--- src/rtl/alu_pkg.sv ---
// alu_pkg: operation codes, FSM state encoding and default width shared by
// alu_serial and its digit slice.
package alu_pkg;

    localparam int ALU_WIDTH = 32;

    // aluop[3] inverts B and forces carry-in; aluop[2:0] selects the function
    localparam logic [3:0] OP_ADD = 4'b0110;
    localparam logic [3:0] OP_SUB = 4'b1110;
    localparam logic [3:0] OP_SLT = 4'b1111;
    localparam logic [3:0] OP_AND = 4'b0000;
    localparam logic [3:0] OP_OR  = 4'b0001;
    localparam logic [3:0] OP_XOR = 4'b0010;
    localparam logic [3:0] OP_NOR = 4'b0011;

    typedef enum logic [1:0] {
        ST_IDLE = 2'd0,
        ST_RUN  = 2'd1,
        ST_DONE = 2'd2
    } state_t;

    function automatic logic op_is_legal(input logic [3:0] op);
        case (op)
            OP_ADD, OP_SUB, OP_SLT, OP_AND, OP_OR, OP_XOR, OP_NOR: op_is_legal = 1'b1;
            default:                                               op_is_legal = 1'b0;
        endcase
    endfunction

endpackage

--- src/rtl/alu_digit.sv ---
// alu_digit: combinational DIGIT-bit ALU slice. B arrives already inverted for
// SUB/SLT. cmsb is the carry into the slice MSB, used for signed overflow.
module alu_digit #(
    parameter int DIGIT = 4
) (
    input  logic [DIGIT-1:0] a,
    input  logic [DIGIT-1:0] b,
    input  logic             cin,
    input  logic [2:0]       op,
    output logic [DIGIT-1:0] y,
    output logic             cout,
    output logic             cmsb
);

    logic [DIGIT:0] w_sum;

    assign w_sum = {1'b0, a} + {1'b0, b} + {{DIGIT{1'b0}}, cin};
    assign cout  = w_sum[DIGIT];
    // carry into the MSB recovered from the MSB sum bit and its operands
    assign cmsb  = a[DIGIT-1] ^ b[DIGIT-1] ^ w_sum[DIGIT-1];

    // function select; SUM and SLT both produce the adder output here
    always_comb begin
        y = '0;
        case (op)
            3'b000:         y = a & b;
            3'b001:         y = a | b;
            3'b010:         y = a ^ b;
            3'b011:         y = ~(a | b);
            3'b110, 3'b111: y = w_sum[DIGIT-1:0];
            default:        y = '0;
        endcase
    end

endmodule

--- src/rtl/alu_serial.sv ---
// alu_serial: digit-serial ALU, DIGIT bits per RUN cycle, LSB first.
// One operation in flight, valid/ready handshakes on both sides.
// Optional feature: define ALU_SERIAL_OVF_EN to add the ovf output
// (signed overflow for ADD/SUB).
module alu_serial
    import alu_pkg::*;
#(
    parameter int WIDTH = ALU_WIDTH,
    parameter int DIGIT = 4
) (
    input  logic             clk,
    input  logic             rst_n,
    input  logic             in_valid,
    output logic             in_ready,
    input  logic [3:0]       aluop,
    input  logic [WIDTH-1:0] a,
    input  logic [WIDTH-1:0] b,
    output logic             out_valid,
    input  logic             out_ready,
    output logic [WIDTH-1:0] result,
    output logic             zero,
    output logic             err
`ifdef ALU_SERIAL_OVF_EN
    ,
    output logic             ovf
`endif
);

    localparam int NDIG  = WIDTH / DIGIT;
    localparam int CNT_W = (NDIG > 1) ? $clog2(NDIG) : 1;

    generate
        if ((WIDTH % DIGIT) != 0) begin : g_bad_digit
            $error("alu_serial: DIGIT must divide WIDTH");
        end
    endgenerate

    state_t             r_state;
    state_t             w_state_next;
    logic [WIDTH-1:0]   r_a;
    logic [WIDTH-1:0]   r_b;
    logic [3:0]         r_op;
    logic               r_carry;
    logic [CNT_W-1:0]   r_cnt;
    logic [WIDTH-1:0]   r_res;
    logic               r_zero;
    logic               r_err;
    logic               r_ovf;

    logic               w_accept;
    logic               w_legal;
    logic               w_last;
    logic [DIGIT-1:0]   w_b_dig;
    logic [DIGIT-1:0]   w_y;
    logic               w_cout;
    logic               w_cmsb;
    logic               w_ovf;
    logic               w_slt;
    logic               w_addsub;
    logic [WIDTH-1:0]   w_res_shift;
    logic [WIDTH-1:0]   w_res_next;

    assign w_accept = in_valid & in_ready;
    assign w_legal  = op_is_legal(aluop);
    assign w_last   = (r_cnt == CNT_W'(NDIG - 1));
    assign w_b_dig  = r_b[DIGIT-1:0] ^ {DIGIT{r_op[3]}};

    alu_digit #(.DIGIT(DIGIT)) u_digit (
        .a    (r_a[DIGIT-1:0]),
        .b    (w_b_dig),
        .cin  (r_carry),
        .op   (r_op[2:0]),
        .y    (w_y),
        .cout (w_cout),
        .cmsb (w_cmsb)
    );

    // signed overflow and the signed less-than bit, meaningful on the final digit
    assign w_ovf    = w_cmsb ^ w_cout;
    assign w_slt    = w_y[DIGIT-1] ^ w_ovf;
    assign w_addsub = (r_op == OP_ADD) || (r_op == OP_SUB);

    generate
        if (NDIG == 1) begin : g_one_digit
            assign w_res_shift = w_y;
        end else begin : g_many_digits
            assign w_res_shift = {w_y, r_res[WIDTH-1:DIGIT]};
        end
    endgenerate

    assign w_res_next = ((r_op == OP_SLT) && w_last) ? {{(WIDTH-1){1'b0}}, w_slt}
                                                     : w_res_shift;

    // state register
    always_ff @(posedge clk or negedge rst_n) begin
        if (!rst_n) begin
            r_state <= ST_IDLE;
        end else begin
            r_state <= w_state_next;
        end
    end

    // next state: illegal codes skip RUN and report immediately
    always_comb begin
        w_state_next = r_state;
        case (r_state)
            ST_IDLE: if (w_accept) w_state_next = w_legal ? ST_RUN : ST_DONE;
            ST_RUN:  if (w_last)   w_state_next = ST_DONE;
            ST_DONE: if (out_ready) w_state_next = ST_IDLE;
            default: w_state_next = ST_IDLE;
        endcase
    end

    // handshake outputs decoded from state
    always_comb begin
        in_ready  = 1'b0;
        out_valid = 1'b0;
        case (r_state)
            ST_IDLE: in_ready  = 1'b1;
            ST_DONE: out_valid = 1'b1;
            default: ;
        endcase
    end

    // operand shift registers, carry and digit counter; contents only matter in RUN
    always_ff @(posedge clk) begin
        if (w_accept) begin
            r_a     <= a;
            r_b     <= b;
            r_op    <= aluop;
            r_carry <= aluop[3];
            r_cnt   <= '0;
        end else if (r_state == ST_RUN) begin
            r_a     <= r_a >> DIGIT;
            r_b     <= r_b >> DIGIT;
            r_carry <= w_cout;
            r_cnt   <= r_cnt + CNT_W'(1);
        end
    end

    // result and flags: built digit by digit, frozen once DONE is reached
    always_ff @(posedge clk or negedge rst_n) begin
        if (!rst_n) begin
            r_res  <= '0;
            r_zero <= 1'b0;
            r_err  <= 1'b0;
            r_ovf  <= 1'b0;
        end else if (w_accept) begin
            r_err <= ~w_legal;
            r_ovf <= 1'b0;
            if (!w_legal) begin
                r_res  <= '0;
                r_zero <= 1'b1;
            end
        end else if (r_state == ST_RUN) begin
            r_res <= w_res_next;
            if (w_last) begin
                r_zero <= (w_res_next == '0);
                r_ovf  <= w_addsub & w_ovf;
            end
        end
    end

    assign result = r_res;
    assign zero   = r_zero;
    assign err    = r_err;

`ifdef ALU_SERIAL_OVF_EN
    assign ovf = r_ovf;
`else
    logic w_unused_ovf;
    assign w_unused_ovf = r_ovf;
`endif

endmodule

--- config.mk ---
export PLATFORM = sky130hd
export DESIGN_NAME = alu_serial
export DESIGN_NICKNAME = d
export VERILOG_FILES = /design/src/rtl/alu_pkg.sv /design/src/rtl/alu_digit.sv /design/src/rtl/alu_serial.sv
export SDC_FILE = /design/constraint.sdc
export NUM_CORES = 1
export LEC_CHECK = 0
export CAP_MARGIN = 20
export CORE_AREA = 2 2 104 106
export DETAILED_ROUTE_END_ITERATION = 10
export DIE_AREA = 0 0 106 108
export PLACE_DENSITY = 0.79
export SYNTH_ARGS = -nofsm -noshare
export SYNTH_HDL_FRONTEND = slang
export SYNTH_SLANG_ARGS = --single-unit
--- constraint.sdc ---
create_clock -name clk -period 3.3 [get_ports clk]
set_input_delay 0.66 -clock clk [delete_from_list [all_inputs] [get_ports clk]]
set_output_delay 0.66 -clock clk [all_outputs]
set_load 0.05 [all_outputs]
# Word-level counts from Yosys, hierarchy flattened

Index checks and enable logic that the tools add are counted.

$add $sub $neg: 3
$mul: 0
Divide/modulo/power cells: 0
Order comparisons: 0
Equal/unequal tests: 19
Shift operators: 0
Multiplexer cells: 23
Bitwise logic cells: 11
Reductions and logical operators: 12

Operators by type and width:

| cell                                                | number |
|---|---|
| 2-to-1 mux 32 bit                                   | 8 |
| logical NOT 32 bit                                  | 1 |
| one-hot mux 4 bit (5 select lines)                  | 1 |
| equality test 4 bit, second input constant          | 3 |
| equality test 3 bit, second input constant          | 3 |
| 2-to-1 mux 1 bit                                    | 9 |
| equality test 4 x 2 -> 1 bit, second input constant | 2 |
| 2-to-1 mux 2 bit                                    | 4 |
| != test 2 bit, second input constant                | 4 |
| bitwise XOR 4 bit                                   | 2 |
| OR reduction 7 bit                                  | 1 |
| equality test 3 x 2 -> 1 bit, second input constant | 2 |
| one-hot mux 2 bit (3 select lines)                  | 1 |
| AND reduction 3 bit                                 | 2 |
| adder 4 x 4 -> 5 bit                                | 1 |
| adder 5 x 1 -> 5 bit                                | 1 |
| bitwise AND 4 bit                                   | 1 |
| equality test 4 x 1 -> 1 bit, second input constant | 1 |
| equality test 4 x 3 -> 1 bit, second input constant | 1 |
| logical NOT 4 bit                                   | 1 |
| inverter 4 bit                                      | 1 |
| OR 4 bit                                            | 1 |
| nonzero test 2 bit                                  | 2 |
| bitwise XOR 1 bit                                   | 4 |
| 11 further kinds                                    | 11 |

Flip-flop bits (word level): 108
Bits in latches: 0
RAM bits: 0
Bits in read-only memories: 0
Input port bits: 72
Memories: 0

# Depth between registers and ports, before layout

Gate-level depths: netlist (run 1).

Depth in word-level cells: 11
Mapped depth: 11
Mapped depth without buffers: 10

# Hierarchy

From an unflattened synthesis (run 1), not the netlist that was laid out.

Cell total of the unflattened synthesis: 333
Area, all modules: 4947.2 um^2

Modules (own cells, without submodules):

| module     | times used | cells each | area each (um^2) | seq. area each (um^2) |
|---|---|---|---|---|
| alu_serial | 1          | 280        | 4531.8           | 3032.9 |
| alu_digit  | 1          | 53         | 415.4            | 0.0 |

# Worst setup path after synthesis (run 1)

No wires, ideal clock.

Path kind: register to register
From: reg r_state[0]
To: reg r_a[0] (enable)
Setup time: 0.425 ns
Arrival time: 2.629 ns
Required time: 2.875 ns
Setup slack: 0.246 ns
Stages on the path, launching flop included: 6
Buffers on the path: 2
Period minus slack after synthesis: 3.054 ns
Cell sequence: dfrtp_1 > buf_4 > nor2_4 > nand2_2 > clkbuf_1 > nand2_1

Cells in the longest elaborated chain, start to end: 4
Elaborated cells on any way between the ends: 5

RTL lines:

| what                                | RTL line          | RTL |
|---|---|---|
| start: declaration                  | alu_serial.sv:38  | `state_t r_state;` |
| start signal: assignment            | alu_serial.sv:99  | `r_state <= w_state_next;` |
| logical NOT 2 bit                   | alu_serial.sv:118 | `case (r_state)` |
| 2-to-1 mux 1 bit                    | alu_serial.sv:118 |  |
| via in_ready                        | alu_serial.sv:14  | `output logic in_ready,` |
| bitwise AND 1 bit                   | alu_serial.sv:63  | `assign w_accept = in_valid & in_ready;` |
| nonzero test 2 bit (no source line) | n/a               |  |
| end signal: assignment              | alu_serial.sv:134 | `r_a <= r_a >> DIGIT;` |
| end: declaration                    | alu_serial.sv:40  | `logic [WIDTH-1:0] r_a;` |

The timed path passes the listed nets, and every way through them passes these cells.
A chain may end at the register's enable or synchronous reset.

# Worst setup path after layout (run 1)

From: reg r_op[3]
To: reg r_res[0], in the netlist result[0]

Cells in the longest elaborated chain, start to end: 9
Elaborated cells on any way between the ends: 17

RTL lines:

| what                     | RTL line          | RTL |
|---|---|---|
| start: declaration       | alu_serial.sv:42  | `logic [3:0] r_op;` |
| start signal: assignment | alu_serial.sv:130 | `r_op <= aluop;` |
| bitwise XOR 4 bit        | alu_serial.sv:66  | `assign w_b_dig = r_b[DIGIT-1:0] ^ {DIGIT{r_op[3]}};` |
| adder 4 x 4 -> 5 bit     | alu_digit.sv:17   | `assign w_sum = {1'b0, a} + {1'b0, b} + {{DIGIT{1'b0}}, cin};` |
| adder 5 x 1 -> 5 bit     | alu_digit.sv:17   |  |
| bitwise XOR 1 bit        | alu_digit.sv:20   | `assign cmsb = a[DIGIT-1] ^ b[DIGIT-1] ^ w_sum[DIGIT-1];` |
| bitwise XOR 1 bit        | alu_serial.sv:79  | `assign w_ovf = w_cmsb ^ w_cout;` |
| bitwise XOR 1 bit        | alu_serial.sv:80  | `assign w_slt = w_y[DIGIT-1] ^ w_ovf;` |
| 2-to-1 mux 32 bit (*)    | alu_serial.sv:91  | `assign w_res_next = ((r_op == OP_SLT) && w_last) ? {{(WIDTH-1){1'b0}}, w_slt}` |
| 2-to-1 mux 32 bit (*)    | alu_serial.sv:155 | `end else if (r_state == ST_RUN) begin` |
| 2-to-1 mux 32 bit (*)    | alu_serial.sv:148 | `end else if (w_accept) begin` |
| end signal: assignment   | alu_serial.sv:156 | `r_res <= w_res_next;` |
| end: declaration         | alu_serial.sv:45  | `logic [WIDTH-1:0] r_res;` |

Mark *: on every way between the ends. The rest lies on a longest branch, timed or not. The select of a mux whose other input is x is not followed.

==> results of run 1 <==
==> cells in the mapped netlist (3+ instances only) <==
cell	n
nor3_1	3
nand2b_1	3
inv_1	13
clkbuf_1	12
buf_4	5
dfxtp_1	3
edfxtp_1	69
ha_1	10
nand3_1	4
dfrtp_1	36
nor4_1	6
mux2i_1	4
buf_1	3
nor2_4	3
nor2_1	10
o21ai_0	8
o22ai_1	4
xor2_1	4
nand2_1	184
a21oi_1	4
nor2b_1	3
a21o_1	3
a22o_1	28
and3_1	9
buf_2	3
==> worst min path at each step <==
| stage | from | cells after the start | slack, ns | to |
|---|---|---|---|---|
| after detailed placement | r_cnt[2] | 2 | 0.47 | r_cnt[2] |
| after global placement | r_cnt[1] | 2 | 0.45 | r_cnt[1] |
| after CTS | r_cnt[2] | 2 | 0.48 | r_cnt[2] |
| after floorplan | rst_n | 0 | 0.36 | err |
| final | r_cnt[2] | 2 | 0.47 | r_cnt[2] |
| after global routing | r_cnt[2] | 2 | 0.52 | r_cnt[2] |
==> stage by stage <==
stage | hold slack, ns | power (mW) | instances
after global routing | 0.520 | 6.01 | 706
after CTS | 0.482 | 5.67 | 706
final | 0.474 | 5.62 | 706
after global placement | 0.450 | 4.81 | 690
after floorplan | 0.364 | 4.21 | 467
after detailed placement | 0.468 | 4.92 | 690
==> per-layer routing <==
layer / share of wire [%] / GRT usage (%) / vias to the layer above
li1: - / - / 1802
met1: 43 / 24.3 / 1724
met2: 50 / 31.0 / 108
met3: 6.4 / 5.73 / 9
met4: 1.1 / 5.26 / 0
met5: 0 / 0 / -
==> sequential cells by signal (all words and copies together) (netlist names) <==
name	cells
r_a	32
r_b	32
result	32
r_op	4
r_cnt	3
r_state	2
err	1
r_carry	1
zero	1
==> layout make-up <==
| cell class | instances | area (um2) | share of cell area, % |
|---|---|---|---|
| repair buffers | 112 | 1120 | 17.7 |
| flip-flops and latches | 108 | 3030 | 47.8 |
| clock inverters | 7 | 60.1 | 0.946 |
| clock buffers | 9 | 124 | 1.95 |
| multi-input cells | 320 | 1790 | 28.1 |
| well taps | 136 | 170 | 2.68 |
| inverters | 14 | 52.6 | 0.828 |
==> cell usage in the layout (no fill, tap or decap), drive strengths merged, types with 10 or more instances in the layout <==
master         synthesis  layout
a22o                  28      28
edfxtp                69      69
nor2                  13      13
clkdlybuf4s50          0     107
dfrtp                 36      36
nand2                185     185
ha                    10      10
inv                   14      17
and3                  10      10
==> power groups by stage <==
stage                     logic [mW]  clock network (mW)  registers, mW
after floorplan                 1.52                   0           2.70
after global placement          2.36                   0           2.45
after detailed placement        2.44                   0           2.47
after CTS                       2.46               0.771           2.44
after global routing            2.69               0.821           2.50
final                           2.43               0.747           2.44
==> critical path, stage by stage, from the launching register on <==
cell      delay, ns
edfxtp_1       0.54
xor2_1         0.23
inv_1          0.11
fa_1           0.16
inv_1          0.08
fa_1           0.42
a21o_1         0.20
a21oi_1        0.26
and4_1         0.25
nor3_2         0.06
a22o_1         0.23
==> logic make-up after synthesis <==
group           after synthesis  synth area share (%)
compound gates               60                  9.91
xor+xnor                      5                 0.876
fa+ha+maj                    12                  3.30
buf+inv                      39                  3.68
flops                       108                  60.6
mux                           6                  1.25
simple gates                237                  20.3
==> results.yml, run 1 <==
power:
  leakage_nw: 2.74
  p_int_mw: 3.34
  p_sw_mw: 2.28
  seqPwrFrac_pct: 43.5
  p_clk_share_pct: 13.3
  powerDensity_nw_per_um2: 885
  swShare_pct: 40.5
  p_comb_share_pct: 43.3
  max-vdd-ir-drop_mv: 0.621
timing:
  slew_headroom_pct: 58.1
  maxSlewViolCount: 0
  hold_viol: 0
  fin_crit_ns: 2.64
  rsz0062_at_grt: "false"
  min_period_over_period_pct: 79.9
  tightest_slew_ns: 0.628
  setup_viol: 0
  fin_setup_tns_ns: 0
  fmax_ghz: 0.379
  setup_ws_ns: 0.662
  fin_skew_ns: 0.0102
floorplanning:
  start_util_pct: 48.9
  die_area_um2: 11400
  core_area_um2: 10200
  row_count: 37
  die_h_um: 108
  die_w_um: 106
  pin_count: 108
clock_tree:
  cts_tree: "yes"
  post-cts-setup-buffers: 0
  clock_tree.root_cell: "clkbuf_8"
  cts.hold.buffers_added: 0
  clock_path_buffers: 2
  clkLatencyLatePin_ns: 0.37
  cts_buffers: 9
  clk_pin_slew_worst_paths_ns: 0.10
  cts-resized-gates: 0
  cts_htree_levels: 3
  cts_num_sinks: 108
detailed_routing:
  vias: 3643
  drtIter0Drc: 228
  drtPass1Iterations: 5
  drc: 0
  postRouteAntennaNets: 0
  vias_per_cell: 5.16
  wl_per_cell_um: 14.6
  routed_wl_um: 10300
synth:
  synth_cell_types: 51
  synthArstFlopShare_pct: 33.3
  synth_warnings: 0
  synth_edf_count: 69
  syn_avg_cell_area_um2: 10.7
  synth_nets: 551
  ys.flop_type: "edfxtp_1"
  synth.top_cell.area_share_pct: 41.4
  synth_area_leaders: "edfxtp_1 (41%), dfrtp_1 (18%), nand2_1 (14%)"
  synth_area_um2: 5000
  ys_seq_area_share_pct: 60.6
  synthCells: 467
  ys_seq_elements: 108
  synth_top_cell_by_area: "edfxtp_1"
final_layout:
  diodes: 0
  num-fill-cells: 796
  stdcell_area_um2: 6350
  syn_to_final_growth_pct: 26.9
  nets: 649
  drive_above_1_share_pct: 6.32
  final_util_pct: 62.0
global_route:
  grt_first_pass_wirelength_um: 16800
  grt_pass1_vias: 3473
  track_usage_pct: 18.8
  antenna_found_initial: 0
  grt_start_max_net_pins: 66
  grt_overflow: 0
critical_path:
  crit_path_start_kind: "flop"
  crit_type: "reg2reg"
  critPathCapture: "result[0]"
  critical_path_required_ns: 3.57
  startpoint: "r_op[3]"
  end_kind: "flop"
  r2r-start: "r_op[3]"
  r2r_slack_ns: 0.66
  arrival_ns: 2.91
  cp_max_fo: 6
  r2r-end: "result[0]"
  reg2reg_depth: 10
outcome:
  status: "complete, no violations"
placed_design:
  gp_congestion: 0.820
  dp_worst_setup_slack_ns: 0.681
  detailed_place_hpwl_um: 7330
  dpl_cell_area_um2: 6160
  port_buffers: 107
flow_run:
  drv_cap: 0
hold_path:
  hold_path.class: "reg2reg"
(Power assumes the default switching activity.)
==> inputs of run 2 (changes only) <==
clock period = 2.7 ns   (was 3.3 ns; I/O delays follow)
==> results.yml, run 2 (same netlist as run 1, synthesis figures left out) <==
global_route:
  track_usage_pct: 19.0
  grt_start_max_net_pins: 42
  antenna_found_initial: 0
  grt_first_pass_wirelength_um: 17000
  grt_pass1_vias: 3563
  grt_overflow: 0
floorplanning:
  core_area_um2: 10200
  row_count: 37
  pin_count: 108
  die_area_um2: 11400
  die_h_um: 108
  start_util_pct: 48.9
  die_w_um: 106
placed_design:
  port_buffers: 107
  gp_congestion: 0.871
  dp_worst_setup_slack_ns: 0.119
  detailed_place_hpwl_um: 7540
power:
  powerDensity_nw_per_um2: 1080
  max-vdd-ir-drop_mv: 0.603
  leakage_nw: 2.77
  p_total_mw: 6.93
critical_path:
  end_kind: "flop"
  r2r-start: "r_op[3]"
  r2r-end: "zero"
  reg2reg_depth: 10
  crit_path_start_kind: "flop"
  arrival_ns: 2.80
  critPathCapture: "zero"
  critical_path_required_ns: 2.99
  r2r_slack_ns: 0.19
  startpoint: "r_op[3]"
  crit_type: "reg2reg"
  cp_max_fo: 5
detailed_routing:
  postRouteAntennaNets: 0
  vias: 3658
  vias_per_cell: 5.14
  wl_per_cell_um: 14.7
  drc: 0
  drtIter0Drc: 258
  routed_wl_um: 10500
  drtPass1Iterations: 4
timing:
  fin_skew_ns: 0.00955
  whs_ns: 0.481
  maxSlewViolCount: 0
  fin_crit_ns: 2.51
  hold_viol: 0
  fmax_ghz: 0.398
  setup_viol: 0
  rsz0062_at_grt: "false"
  fin_setup_tns_ns: 0
  setup_ws_ns: 0.190
  min_period_over_period_pct: 93.0
  slew_headroom_pct: 57.1
  tightest_slew_ns: 0.644
clock_tree:
  clk_pin_slew_worst_paths_ns: 0.10
  cts.hold.buffers_added: 0
  cts_htree_levels: 3
  clock_tree.root_cell: "clkbuf_8"
  clkLatencyLatePin_ns: 0.37
  cts_num_sinks: 108
  clock_path_buffers: 2
  cts_buffers: 9
  cts_tree: "yes"
final_layout:
  drive_above_1_share_pct: 7.12
  syn_to_final_growth_pct: 28.0
  nets: 655
  final_common_cell: "nand2_1"
  diodes: 0
  layout_common_cells: "nand2_1 (183), clkdlybuf4s50_1 (107), edfxtp_1 (69)"
  num-fill-cells: 807
flow_run:
  drv_cap: 0
hold_path:
  hold_start: "r_cnt[2]"
  hold_path.class: "reg2reg"
outcome:
  status: "complete, no violations"
==> run 2: what timing repair did <==
item                       in CTS  in global routing
setup buffers                   0                  1
resized for setup               0                  1
setup endpoints to repair       0                  2
==> run 2: critical path, stage by stage (launching register included) <==
cell and delay [ns]:
edfxtp_1 0.50, xor2_1 0.22, inv_1 0.10, fa_1 0.17
inv_1 0.08, fa_1 0.41, mux2_2 0.27, o21ai_0 0.16
o22a_1 0.18, nand4_1 0.09, o31ai_1 0.24
==> run 2: stage by stage <==
stage | std cells | area, um2 | utilization (%)
floorplan | 467 | 5000 | -
global route | 712 | 6400 | 62.6
detailed placement | 695 | 6210 | 60.7
global placement | 695 | 6210 | 60.7
finish | 712 | 6400 | 62.6
CTS | 711 | 6390 | 62.5
==> run 2: worst min path at each step <==
stage               end  cells after the start
3_5_place_dp   r_cnt[2]                      2
5_1_grt        r_cnt[1]                      2
3_3_place_gp   r_cnt[2]                      2
4_1_cts        r_cnt[2]                      2
6_report       r_cnt[2]                      2
2_1_floorplan       err                      0
==> run 2: layout make-up <==
type | count | area, um2 | area share, %
multi-input cells | 320 | 1790 | 28.0
repair buffers | 118 | 1180 | 18.4
well taps | 136 | 170 | 2.66
inverters | 14 | 52.6 | 0.821
flip-flops and latches | 108 | 3030 | 47.4
clock inverters | 5 | 46.3 | 0.723
clock buffers | 11 | 131 | 2.05
==> run 2: layer usage <==
metal | track usage (%) | part of all wire (%)
met1 | 25.6 | 43
met5 | 0 | 0
met4 | 6.77 | 2.1
met2 | 30.3 | 50
met3 | 4.64 | 5.5
==> run 2: where the power goes <==
| group | total [mW] | switching (mW) | internal [mW] | leakage (nW) |
|---|---|---|---|---|
| registers | 2.99 | 0.345 | 2.65 | 1.17 |
| logic | 3.03 | 1.89 | 1.14 | 1.52 |
| clock network | 0.913 | 0.562 | 0.351 | 0.0836 |
| total | 6.93 | 2.79 | 4.14 | 2.77 |
==> inputs of run 3 (changes only) <==
CTS_CLUSTER_DIAMETER = 200   (was default)
==> results of run 3 <==
No change in the layout: final DEF, timing and power equal those of run 2.
